===== config.mk =====
export PLATFORM = sky130hd
export DESIGN_NAME = ps2_ascii_decoder
export DESIGN_NICKNAME = d
export VERILOG_FILES = /design/src/rtl/ps2_ascii_decoder.sv
export SDC_FILE = /design/constraint.sdc
export NUM_CORES = 1
export LEC_CHECK = 0
export ABC_CLOCK_PERIOD_IN_PS = 2800
export BUFFER_PORTS_ARGS = -buffer_cell sky130_fd_sc_hd__clkbuf_2
export CORE_ASPECT_RATIO = 0.8
export CORE_MARGIN = 4
export CORE_UTILIZATION = 55
export CTS_CLUSTER_SIZE = 25
export DETAILED_ROUTE_END_ITERATION = 10
export PLACE_DENSITY = 0.73
export SYNTH_ARGS = -nofsm -noshare
export SYNTH_HDL_FRONTEND = slang
export SYNTH_SLANG_ARGS = --single-unit

===== constraint.sdc =====
create_clock -name clk -period 2.8 [get_ports clk]
set_input_delay 0.28 -clock clk [delete_from_list [all_inputs] [get_ports clk]]
set_output_delay 0.28 -clock clk [all_outputs]
set_load 0.1 [all_outputs]

===== src/rtl/ps2_ascii_decoder.sv =====
// PS/2 set-2 scan code to ASCII decoder with make/break/extended tracking,
// shift and caps-lock state, and a first-word fall-through output FIFO.
module ps2_ascii_decoder #(
  parameter int         FIFO_DEPTH   = 8,
  parameter logic [7:0] UNKNOWN_CHAR = 8'h2A,
  parameter bit         DROP_UNKNOWN = 1'b0
) (
  input  logic                          clk,
  input  logic                          rst_n,
  input  logic [7:0]                    scan_code,
  input  logic                          scan_valid,
  output logic [7:0]                    ascii_data,
  output logic                          ascii_valid,
  input  logic                          ascii_ready,
  output logic [$clog2(FIFO_DEPTH):0]   fifo_count,
  output logic                          shift_active,
  output logic                          caps_lock,
  output logic                          overflow,
  input  logic                          clr_overflow
);

  localparam int AW = $clog2(FIFO_DEPTH);
  localparam int CW = AW + 1;

  typedef enum logic [1:0] {IDLE, BRK, EXT, EXT_BRK} state_t;

  state_t         state;
  logic           lshift, rshift;
  logic           lshift_next, rshift_next;
  logic [7:0]     mem [FIFO_DEPTH];
  logic [AW-1:0]  wr_ptr, rd_ptr;
  logic           map_hit, is_letter, upper;
  logic [7:0]     map_char, letter, push_char;
  logic           push_req, pop, full, do_push;

  // Make-code translation using the shift/caps state in effect before this byte
  always_comb begin
    map_hit   = 1'b1;
    is_letter = 1'b0;
    letter    = 8'h00;
    map_char  = 8'h00;
    upper     = shift_active ^ caps_lock;
    case (scan_code)
      8'h1C: begin is_letter = 1'b1; letter = "a"; end
      8'h32: begin is_letter = 1'b1; letter = "b"; end
      8'h21: begin is_letter = 1'b1; letter = "c"; end
      8'h23: begin is_letter = 1'b1; letter = "d"; end
      8'h24: begin is_letter = 1'b1; letter = "e"; end
      8'h2B: begin is_letter = 1'b1; letter = "f"; end
      8'h34: begin is_letter = 1'b1; letter = "g"; end
      8'h33: begin is_letter = 1'b1; letter = "h"; end
      8'h43: begin is_letter = 1'b1; letter = "i"; end
      8'h3B: begin is_letter = 1'b1; letter = "j"; end
      8'h42: begin is_letter = 1'b1; letter = "k"; end
      8'h4B: begin is_letter = 1'b1; letter = "l"; end
      8'h3A: begin is_letter = 1'b1; letter = "m"; end
      8'h31: begin is_letter = 1'b1; letter = "n"; end
      8'h44: begin is_letter = 1'b1; letter = "o"; end
      8'h4D: begin is_letter = 1'b1; letter = "p"; end
      8'h15: begin is_letter = 1'b1; letter = "q"; end
      8'h2D: begin is_letter = 1'b1; letter = "r"; end
      8'h1B: begin is_letter = 1'b1; letter = "s"; end
      8'h2C: begin is_letter = 1'b1; letter = "t"; end
      8'h3C: begin is_letter = 1'b1; letter = "u"; end
      8'h2A: begin is_letter = 1'b1; letter = "v"; end
      8'h1D: begin is_letter = 1'b1; letter = "w"; end
      8'h22: begin is_letter = 1'b1; letter = "x"; end
      8'h35: begin is_letter = 1'b1; letter = "y"; end
      8'h1A: begin is_letter = 1'b1; letter = "z"; end
      8'h16: map_char = shift_active ? "!" : "1";
      8'h1E: map_char = shift_active ? "@" : "2";
      8'h26: map_char = shift_active ? "#" : "3";
      8'h25: map_char = shift_active ? "$" : "4";
      8'h2E: map_char = shift_active ? "%" : "5";
      8'h36: map_char = shift_active ? "^" : "6";
      8'h3D: map_char = shift_active ? "&" : "7";
      8'h3E: map_char = shift_active ? "*" : "8";
      8'h46: map_char = shift_active ? "(" : "9";
      8'h45: map_char = shift_active ? ")" : "0";
      8'h0E: map_char = shift_active ? 8'h7E : 8'h60;
      8'h4E: map_char = shift_active ? 8'h5F : 8'h2D;
      8'h55: map_char = shift_active ? 8'h2B : 8'h3D;
      8'h54: map_char = shift_active ? 8'h7B : 8'h5B;
      8'h5B: map_char = shift_active ? 8'h7D : 8'h5D;
      8'h5D: map_char = shift_active ? 8'h7C : 8'h5C;
      8'h4C: map_char = shift_active ? 8'h3A : 8'h3B;
      8'h52: map_char = shift_active ? 8'h22 : 8'h27;
      8'h41: map_char = shift_active ? 8'h3C : 8'h2C;
      8'h49: map_char = shift_active ? 8'h3E : 8'h2E;
      8'h4A: map_char = shift_active ? 8'h3F : 8'h2F;
      8'h29: map_char = 8'h20;
      8'h5A: map_char = 8'h0D;
      8'h66: map_char = 8'h08;
      8'h0D: map_char = 8'h09;
      default: map_hit = 1'b0;
    endcase
    if (is_letter)
      map_char = upper ? (letter - 8'h20) : letter;
  end

  // Per-byte action: shift updates and push request for the current state
  always_comb begin
    push_req    = 1'b0;
    push_char   = 8'h00;
    lshift_next = lshift;
    rshift_next = rshift;
    if (scan_valid) begin
      case (state)
        IDLE: begin
          case (scan_code)
            8'hF0, 8'hE0, 8'h58: ;
            8'h12: lshift_next = 1'b1;
            8'h59: rshift_next = 1'b1;
            default: begin
              if (map_hit) begin
                push_req  = 1'b1;
                push_char = map_char;
              end else if (!DROP_UNKNOWN) begin
                push_req  = 1'b1;
                push_char = UNKNOWN_CHAR;
              end
            end
          endcase
        end
        BRK: begin
          if (scan_code == 8'h12) lshift_next = 1'b0;
          if (scan_code == 8'h59) rshift_next = 1'b0;
        end
        EXT: begin
          if (scan_code == 8'h5A) begin
            push_req  = 1'b1;
            push_char = 8'h0D;
          end else if (scan_code == 8'h4A) begin
            push_req  = 1'b1;
            push_char = 8'h2F;
          end
        end
        default: ;
      endcase
    end
  end

  assign ascii_valid = (fifo_count != '0);
  assign ascii_data  = mem[rd_ptr];
  assign pop         = ascii_valid & ascii_ready;
  assign full        = (fifo_count == CW'(FIFO_DEPTH));
  // A pop frees the slot in the same cycle, so a full FIFO can still accept
  assign do_push     = push_req & (~full | pop);

  always_ff @(posedge clk or negedge rst_n) begin
    if (!rst_n) begin
      state        <= IDLE;
      lshift       <= 1'b0;
      rshift       <= 1'b0;
      shift_active <= 1'b0;
      caps_lock    <= 1'b0;
      wr_ptr       <= '0;
      rd_ptr       <= '0;
      fifo_count   <= '0;
      overflow     <= 1'b0;
      for (int i = 0; i < FIFO_DEPTH; i++) mem[i] <= 8'h00;
    end else begin
      lshift       <= lshift_next;
      rshift       <= rshift_next;
      shift_active <= lshift_next | rshift_next;
      if (scan_valid) begin
        case (state)
          IDLE: begin
            if (scan_code == 8'hF0)      state <= BRK;
            else if (scan_code == 8'hE0) state <= EXT;
            if (scan_code == 8'h58) caps_lock <= ~caps_lock;
          end
          EXT:     state <= (scan_code == 8'hF0) ? EXT_BRK : IDLE;
          default: state <= IDLE;
        endcase
      end
      if (do_push) begin
        mem[wr_ptr] <= push_char;
        wr_ptr      <= wr_ptr + AW'(1);
      end
      if (pop) rd_ptr <= rd_ptr + AW'(1);
      if (do_push && !pop)      fifo_count <= fifo_count + CW'(1);
      else if (!do_push && pop) fifo_count <= fifo_count - CW'(1);
      if (push_req && full && !pop) overflow <= 1'b1;
      else if (clr_overflow)        overflow <= 1'b0;
    end
  end

endmodule


==> impl_metrics.json <==
{
  "clkPwrFrac": 0.219,
  "yosysMostFrequentCell": "dfrtp_1",
  "via_per_inst": 6.579,
  "dr_wl_met2_um": 6045,
  "vdd_drop_max_mv": 1.044,
  "cts_sinks": 81,
  "drive_above_1_share": 0.3459,
  "cts_inserted_buffers": 9,
  "share_seq_of_total_power": 0.332,
  "die_w_um": 118.2,
  "synthTopCellsByArea": "dfrtp_1, mux2_2, mux4_2",
  "fmax_mhz": 370.5,
  "slew_headroom": 0.3327,
  "ctsResizeCount": 0,
  "topRoutingLayerUsed": "met4",
  "rsz0062_at_grt": "no",
  "synth-seq-cells": 81,
  "endpoint_kind": "output pin",
  "grt_util_all_layers": 0.2592,
  "initial_core_util": 0.5766,
  "dr.pass1.iters": 5,
  "hold_viol": 0,
  "startpoint_type": "register",
  "io_pins": 29,
  "cts_tree": "done",
  "cts_root_buffer": "clkbuf_16",
  "maxCapViolCount": 0,
  "numPortBuffers": 28,
  "finalSetupTns_ns": 0,
  "critPathArrivalTime_ns": 2.42,
  "grt_first_pass_wirelength_um": 23120,
  "drt-wirelength-per-cell_um": 20.69,
  "syn_nets": 529,
  "finalMaxSlewViolations": 0,
  "finalNetCount": 569,
  "place_hpwl_um": 9753,
  "synth_commonest_cells": "dfrtp_1, mux2_2, nor2_1",
  "switching_share": 0.4293,
  "synth_area_mm2": 0.005345,
  "synth_top_area_cell": "dfrtp_1",
  "design.core.area_mm2": 0.009270,
  "ys_types": 81,
  "rows": 31,
  "gp_congestion": 1.034,
  "via_count": 4408,
  "p_comb_frac": 0.449,
  "skew_ns": 0.004557,
  "clock_latency_ns": 0.34,
  "netlist_instances": 510,
  "grt_pass1_vias": 4335,
  "hold_buffers": 0,
  "die_height_um": 96.18,
  "fin_util": 0.6630,
  "ant_nets": 0,
  "worst-setup-path-type": "register to output pin",
  "setup_viol": 0,
  "postSynthAreaPerCell_um2": 10.48,
  "wl_met3_um": 1191,
  "hold_class": "input port to async pin",
  "required_ns": 2.52,
  "synthArstFlopShare": 1.000,
  "intPower_uw": 3323,
  "fin_crit_sh": 0.9640,
  "seq_area_frac_synth": 0.3792,
  "ys.flop_type": "dfrtp_1",
  "outcome": "finished, final reports clean",
  "switchingPower_uw": 2499,
  "m1WireLength_um": 6309,
  "nFillCells": 705,
  "wl_um": 13860,
  "die-area_mm2": 0.01137,
  "path_max_fanout": 18,
  "synth-edff-count": 0,
  "h-tree-depth": 3,
  "period_needed_ns": 2.699,
  "ys_warn_count": 0,
  "cts_setup_buffers": 0,
  "p_leak_uw": 0.002683,
  "grt_max_degree": 82,
  "worst_slew_pin_slew_ns": 1.001,
  "drt_iter0_drc": 613,
  "n_antenna_cell": 0,
  "synth_top_area_share": 0.3792,
  "area_delta_synth_final_pct": 14.98,
  "antenna_found_initial": 0,
  "power_density_mw_per_mm2": 947.3,
  "clk_pin_slew_ns": 0.06,
  "overflow": 0,
  "drc": 0,
  "cts.path.max_buffers": 2
}
## cell usage in the layout, fill, tap and decap left out, drive strengths merged, types with 4 or more instances in the layout
| master | instances |
|---|---|
| nand3b | 6 |
| xnor2 | 10 |
| o22ai | 4 |
| o21ai | 29 |
| nor4 | 8 |
| o31ai | 9 |
| a21oi | 16 |
| dfrtp | 81 |
| ha | 5 |
| clkbuf | 36 |
| a22o | 8 |
| nor3b | 4 |
| nand4 | 6 |
| mux4 | 16 |
| nand4b | 5 |
| and2 | 10 |
| nand3 | 23 |
| inv | 7 |
| mux2 | 51 |
| and3 | 6 |
| nand2b | 7 |
| mux2i | 7 |
| nor2b | 9 |
| nor4b | 5 |
| a31oi | 4 |
| buf | 41 |
| nand2 | 37 |
| nor2 | 39 |
| nor3 | 12 |
## worst max-delay path, cell delays in order, from the launching register on
cell	delay (ns)
dfrtp_1	0.95
mux4_2	0.45
mux2_2	0.29
clkbuf_2	0.37
## power by group through the flow
| stage | Sequential (uW) | Combinational, uW | Clock [uW] |
|---|---|---|---|
| after floorplan | 1980 | 2060 | 0 |
| after global placement | 1920 | 2550 | 0 |
| after detailed placement | 1950 | 2610 | 0 |
| after CTS | 1930 | 2630 | 1300 |
| after global routing | 1980 | 2780 | 1360 |
| final | 1930 | 2610 | 1270 |
## stage by stage
step	worst slack [ns]	std cells	power, uW	area [um^2]	hold slack (ns)
final	0.1007	670	5822	6146	0.09728
after global routing	0.07596	670	6117	6146	0.1149
after CTS	0.1344	670	5858	6146	0.1198
after detailed placement	-0.02642	654	4562	5819	0.4625
after global placement	0.07467	654	4469	5819	0.4551
after floorplan	0.01587	510	4038	5404	-0.01559
## metal layers
layer / vias up / global-route usage
li1: 1994 / -
met1: 2159 / 0.3707
met2: 216 / 0.3899
met3: 39 / 0.06110
met4: 0 / 0.08976
met5: - / 0
## state kept, by name, indices dropped and copies added, names as in the netlist
register / flops
caps_lock: 1
fifo_count: 4
lshift: 1
mem: 64
overflow: 1
rd_ptr: 3
rshift: 1
shift_active: 1
state: 2
wr_ptr: 3
## area by class of cell
| class | count | area [um^2] | share of cell area |
|---|---|---|---|
| timing repair buffer | 68 | 480.5 | 0.07818 |
| tap | 115 | 143.9 | 0.02341 |
| clock inverter | 7 | 101.3 | 0.01649 |
| clock buffer | 9 | 225.2 | 0.03664 |
| inverter | 5 | 18.77 | 0.003054 |
| sequential | 81 | 2032 | 0.3306 |
| multi-input combinational | 385 | 3144 | 0.5116 |
## cells by family (layout without fill, tap and decap cells)
family / count (synthesis) / count (layout) / share of synthesized area
AND/OR/NAND/NOR: 193 / 193 / 0.2257
AO/OA/AOI/OAI: 100 / 100 / 0.1318
multiplexers: 74 / 74 / 0.1880
adder cells (fa/ha/maj): 6 / 6 / 0.01545
XOR/XNOR: 12 / 12 / 0.01966
buffers and inverters: 44 / 89 / 0.04026
flip-flops: 81 / 81 / 0.3792
## worst paths after layout
check	startpoint	slack (ns)	cells after the start	to
setup / recovery	rd_ptr[1]	0.10	3	ascii_data[4]
hold / removal	rst_n	0.1	1	rshift
setup reg to reg	fifo_count[0]	0.34	11	fifo_count[3]
min in group clk	clr_overflow	0.13	2	overflow
max in group asynchronous	rst_n	2.01	1	fifo_count[2]
hold reg to reg	mem[9]	0.48	2	mem[9]
No activity file was read; power rests on OpenSTA's default activity.
